<file path="config.mk">
export PLATFORM = sky130hd
export DESIGN_NAME = wb_arbiter
export DESIGN_NICKNAME = d
export VERILOG_FILES = /design/src/rtl/cr16_pkg.sv /design/src/rtl/wb_tag_fifo.sv /design/src/rtl/wb_arbiter.sv
export SDC_FILE = /design/constraint.sdc
export NUM_CORES = 1
export LEC_CHECK = 0
export CAP_MARGIN = 20
export CORE_UTILIZATION = 50
export CTS_CLUSTER_SIZE = 14
export DETAILED_ROUTE_END_ITERATION = 10
export PLACE_DENSITY = 0.88
export SKIP_LAST_GASP = 1
export SLEW_MARGIN = 20
export SYNTH_ARGS = -nofsm -noshare
export SYNTH_HDL_FRONTEND = slang
export SYNTH_SLANG_ARGS = --single-unit
export TNS_END_PERCENT = 20
</file>
<file path="constraint.sdc">
create_clock -name I_CLK -period 2.55 [get_ports I_CLK]
set_input_delay 0.51 -clock I_CLK [delete_from_list [all_inputs] [get_ports I_CLK]]
set_output_delay 0.51 -clock I_CLK [all_outputs]
set_load 0.02 [all_outputs]
</file>
<file path="src/rtl/cr16_pkg.sv">
// Shared CompactRISC16 definitions: register-file geometry, write-back FSM
// encoding and a register-index to one-hot mask helper.
package cr16_pkg;

    localparam int DEF_DATA_WIDTH = 16;
    localparam int REG_ADDR_WIDTH = 4;
    localparam int NUM_REGS       = 16;

    typedef enum logic {
        WB_IDLE = 1'b0,
        WB_HELD = 1'b1
    } wb_state_e;

    function automatic logic [NUM_REGS-1:0] reg_mask(input logic [REG_ADDR_WIDTH-1:0] idx);
        return NUM_REGS'(1) << idx;
    endfunction

endpackage

</file>
<file path="src/rtl/wb_tag_fifo.sv">
// In-order FIFO of load destination tags; head is visible on pop_tag
// whenever the FIFO is not empty.
module wb_tag_fifo
    import cr16_pkg::*;
#(
    parameter int LD_DEPTH = 4
) (
    input  logic                          clk,
    input  logic                          rst_n,
    input  logic                          push,
    input  logic [REG_ADDR_WIDTH-1:0]     push_tag,
    input  logic                          pop,
    output logic [REG_ADDR_WIDTH-1:0]     pop_tag,
    output logic                          full,
    output logic                          empty,
    output logic [$clog2(LD_DEPTH+1)-1:0] count
);

    localparam int PTR_W = $clog2(LD_DEPTH);
    localparam int CNT_W = $clog2(LD_DEPTH + 1);

    logic [REG_ADDR_WIDTH-1:0] mem [LD_DEPTH];
    logic [PTR_W-1:0]          wr_ptr;
    logic [PTR_W-1:0]          rd_ptr;
    logic                      do_push;
    logic                      do_pop;

    assign full    = (count == CNT_W'(LD_DEPTH));
    assign empty   = (count == '0);
    assign do_push = push & ~full;
    assign do_pop  = pop & ~empty;
    assign pop_tag = mem[rd_ptr];

    // Depth is a power of two, so pointers wrap by natural overflow.
    always_ff @(posedge clk or negedge rst_n) begin
        if (!rst_n) begin
            wr_ptr <= '0;
            rd_ptr <= '0;
            count  <= '0;
        end else begin
            if (do_push) wr_ptr <= wr_ptr + PTR_W'(1);
            if (do_pop)  rd_ptr <= rd_ptr + PTR_W'(1);
            case ({do_push, do_pop})
                2'b10:   count <= count + CNT_W'(1);
                2'b01:   count <= count - CNT_W'(1);
                default: count <= count;
            endcase
        end
    end

    always_ff @(posedge clk) begin
        if (do_push) mem[wr_ptr] <= push_tag;
    end

endmodule

</file>
<file path="src/rtl/wb_arbiter.sv">
// Write-back arbiter: merges ALU results and in-order load returns into one
// registered register-file write port, and tracks pending loads per register.
module wb_arbiter
    import cr16_pkg::*;
#(
    parameter int LD_DEPTH   = 4,
    parameter int DATA_WIDTH = DEF_DATA_WIDTH
) (
    input  logic                      I_CLK,
    input  logic                      I_NRESET,
    input  logic                      I_ALU_VALID,
    input  logic [REG_ADDR_WIDTH-1:0] I_ALU_REG,
    input  logic [DATA_WIDTH-1:0]     I_ALU_DATA,
    output logic                      O_ALU_READY,
    input  logic                      I_LD_ISSUE,
    input  logic [REG_ADDR_WIDTH-1:0] I_LD_REG,
    output logic                      O_LD_ISSUE_READY,
    input  logic                      I_LD_RESP_VALID,
    input  logic [DATA_WIDTH-1:0]     I_LD_RESP_DATA,
    output logic                      O_WB_ENABLE,
    output logic [REG_ADDR_WIDTH-1:0] O_WB_REG,
    output logic [DATA_WIDTH-1:0]     O_WB_DATA,
    output logic [NUM_REGS-1:0]       O_BUSY,
    output logic                      O_ERROR
);

    localparam int CNT_W = $clog2(LD_DEPTH + 1);

    wb_state_e                 state;
    wb_state_e                 state_nxt;
    logic [CNT_W-1:0]          fifo_count;
    logic                      fifo_full;
    logic                      fifo_empty;
    logic [REG_ADDR_WIDTH-1:0] head_tag;
    logic                      alu_acc;
    logic                      issue_acc;
    logic                      resp_acc;
    logic                      hold_load;
    logic [REG_ADDR_WIDTH-1:0] hold_reg;
    logic [DATA_WIDTH-1:0]     hold_data;
    logic                      wb_en_d;
    logic                      wb_load_d;
    logic [REG_ADDR_WIDTH-1:0] wb_reg_d;
    logic [DATA_WIDTH-1:0]     wb_data_d;
    logic [NUM_REGS-1:0]       busy_nxt;
    logic                      err_d;

    assign O_ALU_READY      = (state == WB_IDLE);
    assign O_LD_ISSUE_READY = (fifo_count < CNT_W'(LD_DEPTH));
    assign alu_acc          = I_ALU_VALID & O_ALU_READY;
    assign issue_acc        = I_LD_ISSUE & O_LD_ISSUE_READY;
    assign resp_acc         = I_LD_RESP_VALID & ~fifo_empty;

    wb_tag_fifo #(
        .LD_DEPTH (LD_DEPTH)
    ) u_tag_fifo (
        .clk      (I_CLK),
        .rst_n    (I_NRESET),
        .push     (issue_acc),
        .push_tag (I_LD_REG),
        .pop      (resp_acc),
        .pop_tag  (head_tag),
        .full     (fifo_full),
        .empty    (fifo_empty),
        .count    (fifo_count)
    );

    always_ff @(posedge I_CLK or negedge I_NRESET) begin
        if (!I_NRESET) state <= WB_IDLE;
        else           state <= state_nxt;
    end

    always_comb begin
        state_nxt = state;
        hold_load = 1'b0;
        wb_en_d   = 1'b0;
        wb_load_d = 1'b0;
        wb_reg_d  = O_WB_REG;
        wb_data_d = O_WB_DATA;
        case (state)
            WB_IDLE: begin
                if (alu_acc) begin
                    wb_en_d   = 1'b1;
                    wb_reg_d  = I_ALU_REG;
                    wb_data_d = I_ALU_DATA;
                    if (resp_acc) begin
                        hold_load = 1'b1;
                        state_nxt = WB_HELD;
                    end
                end else if (resp_acc) begin
                    wb_en_d   = 1'b1;
                    wb_load_d = 1'b1;
                    wb_reg_d  = head_tag;
                    wb_data_d = I_LD_RESP_DATA;
                end
            end
            WB_HELD: begin
                wb_en_d   = 1'b1;
                wb_load_d = 1'b1;
                wb_reg_d  = hold_reg;
                wb_data_d = hold_data;
                // A response arriving while draining refills the buffer.
                if (resp_acc) hold_load = 1'b1;
                else          state_nxt = WB_IDLE;
            end
            default: state_nxt = WB_IDLE;
        endcase
    end

    // Clear is applied before set so a same-cycle re-issue keeps the bit.
    always_comb begin
        busy_nxt = O_BUSY;
        if (wb_load_d) busy_nxt = busy_nxt & ~reg_mask(wb_reg_d);
        if (issue_acc) busy_nxt = busy_nxt | reg_mask(I_LD_REG);
        err_d = (I_LD_RESP_VALID & fifo_empty)
              | (I_LD_ISSUE & fifo_full)
              | (alu_acc & O_BUSY[I_ALU_REG]);
    end

    always_ff @(posedge I_CLK or negedge I_NRESET) begin
        if (!I_NRESET) begin
            hold_reg    <= '0;
            hold_data   <= '0;
            O_WB_ENABLE <= 1'b0;
            O_WB_REG    <= '0;
            O_WB_DATA   <= '0;
            O_BUSY      <= '0;
            O_ERROR     <= 1'b0;
        end else begin
            if (hold_load) begin
                hold_reg  <= head_tag;
                hold_data <= I_LD_RESP_DATA;
            end
            O_WB_ENABLE <= wb_en_d;
            O_WB_REG    <= wb_reg_d;
            O_WB_DATA   <= wb_data_d;
            O_BUSY      <= busy_nxt;
            O_ERROR     <= O_ERROR | err_d;
        end
    end

endmodule

</file>
### Yosys cells after proc, flatten, opt, wreduce, memory -nomap -nowiden

Memory sizes are Yosys's and may differ from the RTL's.
Index checks and enable logic that the tools add are counted.

* flip-flop bits (word level): 66
* logic and storage cells: 63
* input port bits: 45
* memories kept: 1
* bits in writable memories: 16
* output and inout bits: 40

* order comparisons: 2
* muxes and demuxes: 20
* reduce and logical (&&, ||, !) cells: 2
* bitwise gates (word level): 17
* equal/unequal tests: 4
* shift operators: 2
* add/subtract/negate cells: 4

Memory list
* u_tag_fifo.mem: words 4, width 4, read ports 1, clocked after memory_dff 0, wr ports 1, line wb_tag_fifo.sv:22 `logic [REG_ADDR_WIDTH-1:0] mem [LD_DEPTH];`

Operator list (number)
* 16-bit two-way mux: 4
* 16-bit case mux with 2 select lines: 1
* 1-bit by 4-bit left shift with 16-bit output (first input constant): 2
* 16-bit bitwise AND: 1
* 16-bit NOT: 1
* 16-bit bitwise OR: 1
* 1-bit bitwise AND: 8
* 4-bit two-way mux: 2
* 4-bit case mux with 2 select lines: 1
* 1-bit two-way mux: 7
* 1-bit case mux with 2 select lines: 3
* 3-bit case mux with 2 select lines: 1
* 4-bit by 5-bit less-than comparator with 1-bit output (second input constant): 1
* 2-bit by 1-bit adder with 2-bit output (second input constant): 2
* 1-bit binary-select mux with 4-bit select: 1
* 3-bit by 1-bit adder with 3-bit output (second input constant): 1
* 3-bit == test (second input constant): 1
* 3-bit logical NOT: 1
* 3-bit less-than comparator (second input constant): 1
* 3-bit by 1-bit inequality test with 1-bit output (second input constant): 1
* 1-bit NOT: 3
* 1-bit bitwise OR: 3
* 3-bit by 1-bit subtractor with 3-bit output (second input constant): 1
* 2-bit by 1-bit == test with 1-bit output (second input constant): 1
* 2 further kinds: 2

### Longest topological paths before layout

* word-level depth: 12
* gate-level depth with buffers: 9
* depth with buffers taken out: 8

### Cells and area by module

From an unflattened synthesis, not the netlist that was laid out.

* cell total of the unflattened synthesis: 356
* area, all modules: 3951.3 µm²

Modules (own cells, without submodules)
* wb_arbiter: sequential area each 1476.4 µm², times used 1, cells each 298, area an instance 2934.1 µm²
* wb_tag_fifo: sequential area each 655.6 µm², times used 1, cells each 58, area an instance 1017.2 µm²

### Worst setup path after synthesis

Ideal clock, no wire load.

* kind: input to register
* start point: input I_ALU_REG[0]
* end point: register O_ERROR
* stages: 4
* arrival time: 1908 ps
* path slack: 519 ps
* required time: 2426 ps
* path buffers: 1
* library setup time: 124 ps
* cell sequence: buf_2 -> mux4_2 -> mux4_2 -> a211o_1

* cells in the longest elaborated chain, start to end: 5

Ends and longest elaborated chain
* start: declaration: line wb_arbiter.sv:12 `input logic [REG_ADDR_WIDTH-1:0] I_ALU_REG,`
* 1-bit binary-select mux with 4-bit select: line wb_arbiter.sv:117 `| (alu_acc & O_BUSY[I_ALU_REG]);`
* 1-bit two-way mux (implied by the code): line wb_arbiter.sv:117
* 1-bit bitwise AND: line wb_arbiter.sv:117
* 1-bit bitwise OR: line wb_arbiter.sv:117
* 1-bit bitwise OR: line wb_arbiter.sv:138 `O_ERROR <= O_ERROR | err_d;`
* end signal: assignment: line wb_arbiter.sv:138
* end: declaration: line wb_arbiter.sv:24 `output logic O_ERROR`

No other way between the ends. The select of a mux whose other input is x is not followed.
A chain may end at the register's enable or synchronous reset.

### Worst setup path in the final report

Ends and elaborated chain as after synthesis.

==> impl_metrics.json <==
{
  "outcome": "completed",
  "yosys.area.top_type_share_pct": 43.1,
  "cts_tree": "yes",
  "finalNetCount": 458,
  "clkSlewWorstSetupHoldPaths_ns": 0.08,
  "timing.setup.critical_path_class": "in2reg",
  "tightestPinTransition_ns": 0.526,
  "antenna-diode-count": 0,
  "layout_worst_path_cycle_share_pct": 88.5,
  "final_core_utilization_pct": 69.1,
  "cts_max_level": 3,
  "design.core.area_mm2": 0.00733,
  "grt_start_max_net_pins": 43,
  "synth.largest_area_cell": "dfrtp_1",
  "placed_cells": 495,
  "cell_type_with_the_highest_occurrence_count_on_the_critical_path": "mux4_2",
  "grt.total_usage_pct": 23.9,
  "crit_slowest_cell": "clkdlybuf4s50_1",
  "synthCells": 316,
  "crit_path_start": "I_ALU_REG[0]",
  "grt_pass1_vias": 2756,
  "finalNonFillerCells": 511,
  "cts.repair.resized": 0,
  "area_growth_syn_to_layout_pct": 32.1,
  "synth.lib_cells_used.distinct": 42,
  "count_of_endpoints_failing_setup_in_the_final_report": 0,
  "slew_headroom_pct": 64.9,
  "numPortBuffers": 84,
  "setup_repair_after_global_routing_missed_its_margin": "false",
  "cts_root_buf": "clkbuf_8",
  "cts_hold_buf": 0,
  "drt-total-wl_mm": 9.17,
  "reg2reg_slack_ns": 0.35,
  "startpoint_type": "primary input",
  "vias": 2866,
  "power.density_cell_area_mw_per_mm2": 1120,
  "tritoncts_num_sinks": 82,
  "wl_per_cell_um": 17.9,
  "synthMostInstantiatedCell": "dfrtp_1",
  "synth.cell_area_mm2": 0.00383,
  "cell_count_of_the_worst_reg_to_reg_path": 5,
  "initial_core_util_pct": 52.3,
  "synth.avg_cell_area_um2": 12.1,
  "worst_path_largest_cell_delay_ns": 0.64,
  "ys_top_cells_by_count": "66 x dfrtp_1, 26 x o21ai_0, 24 x nand2_1",
  "synthesized_nets": 367,
  "fp.dieArea_mm2": 0.00802,
  "place.detailed.hpwl_mm": 6.49,
  "reg_to_reg_critical_path_startpoint": "u_tag_fifo.rd_ptr[0]$_DFFE_PN0P_",
  "critPathBufInv": 1,
  "hold_viol": 0,
  "worstSetupPathDepth": 4,
  "vdd_drop_max_mv": 0.644,
  "detailedRoute.firstIterationViolations": 139,
  "timing.critical_path.max_delay_family": "multiplexers",
  "min-delay-path-class": "in2async",
  "max_freq_ghz": 0.443,
  "cts_buffer_depth": 2,
  "crit_end": "O_ERROR$_DFF_PN0_",
  "main_flop_type_after_synthesis": "dfrtp_1",
  "critical_path.max_fanout": 5,
  "clock_insertion_delay_worst_skew_ns": 0.34,
  "ys_seq_elements": 82,
  "place_congestion": 0.905,
  "ys_warn_count": 0,
  "ant_nets": 0,
  "grt_first_pass_wirelength_mm": 14.0,
  "timing.final.max_slew_violations": 0,
  "worstPathArrival_ns": 2.49,
  "timing.max_cap.violations": 0,
  "cell_rows": 31,
  "hold-worst-slack_ns": 0.166,
  "totalNegativeSetupSlack_ns": 0,
  "synth_enable_flop_cells": 16,
  "drt_pass1_iterations": 4,
  "fp.dieH_um": 89.6,
  "post_drt_via_cell_ratio": 5.61,
  "worstSetupEndpointType": "flop",
  "finalWorstPathRequiredPeriod_ns": 2.26,
  "cts_inserted_buffers": 9,
  "leakage_nw": 2.05,
  "post-route-drc-count": 0,
  "most_area_consuming_cells_after_synthesis": "dfrtp_1 43%, edfxtp_1 13%, mux2_2 5.9%",
  "globalRoute.totalOverflow": 0,
  "number_of_antenna_violations_at_the_first_check_in_global_routing": 0,
  "crit_chain": "clkdlybuf4s50_1 > mux4_2 > mux4_2 > a211o_1",
  "post_route_cells_drive_above_1_share_pct": 16.5,
  "worst-endpoint-required_ns": 2.78,
  "post_cts_buffers": 0,
  "dieWidth_um": 89.6,
  "design.portCount": 85,
  "clock_skew_ns": 0.0117,
  "asyncSetResetFlopFracSynth_pct": 80.5,
  "r2r-end": "O_BUSY[0]$_DFF_PN0_",
  "yosysSeqAreaShare_pct": 55.6
}
==> metrics by stage <==
step | worst slack (ns) | power [W] | instance area, um2
after floorplan | 0.519 | 0.00350 | 3830
after detailed placement | -0.0821 | 0.00444 | 4800
final | 0.294 | 0.00566 | 5060
after CTS | 0.292 | 0.00568 | 5060
after global routing | 0.182 | 0.00597 | 5060
after global placement | -0.0181 | 0.00435 | 4800
==> power by group <==
group / leakage, nW / switching (W) / internal [W] / total (W)
Combinational: 0.984 / 0.00114 / 0.00110 / 0.00224
Sequential: 0.936 / 0.000380 / 0.00182 / 0.00220
Clock: 0.134 / 0.000470 / 0.000750 / 0.00122
==> cells in the final DEF, fill, tap and decap left out, types with 16 or more instances in the layout <==
cell and instances:
o21ai_0 26, dfrtp_1 66, edfxtp_1 16, nand2_1 24
o31ai_1 16, mux2i_1 20, a21oi_1 18, mux2_2 20
nor2_1 19, clkdlybuf4s50_1 83
==> routing by layer <==
layer | GRT usage (%) | vias up | part of all wire (%)
li1 | - | 1330 | -
met1 | 32.2 | 1398 | 42
met2 | 39.0 | 127 | 49
met3 | 3.56 | 11 | 6.8
met4 | 10.2 | 0 | 1.8
met5 | 0 | - | 0
==> cell families after synthesis <==
group	after synthesis	share of synthesized area, %
compound gates	80	13.0
mux	49	16.5
flops	82	55.6
fa+ha+maj	6	2.15
xor+xnor	6	1.37
buf+inv	28	3.69
simple gates	65	7.70
==> cell type report <==
class,count,area [um2]
fill,506,2270
sequential,82,2130
multi-input combinational,206,1570
timing repair buffer,96,926
clock inverter,7,140
clock buffer,9,124
tap,99,124
inverter,12,52.6
==> worst min path at each step <==
stage                              from                       end  slack [ns]
2_1_floorplan                  I_NRESET       O_BUSY[0]$_DFF_PN0_        0.21
3_3_place_gp   O_WB_DATA[1]$_DFFE_PN0P_  O_WB_DATA[1]$_DFFE_PN0P_        0.46
3_5_place_dp   O_WB_DATA[1]$_DFFE_PN0P_  O_WB_DATA[1]$_DFFE_PN0P_        0.47
4_1_cts                        I_NRESET  hold_data[5]$_DFFE_PN0P_        0.17
5_1_grt                        I_NRESET  hold_data[5]$_DFFE_PN0P_        0.18
6_report                       I_NRESET  hold_data[5]$_DFFE_PN0P_        0.17
Power figures use the tool's default switching activity.
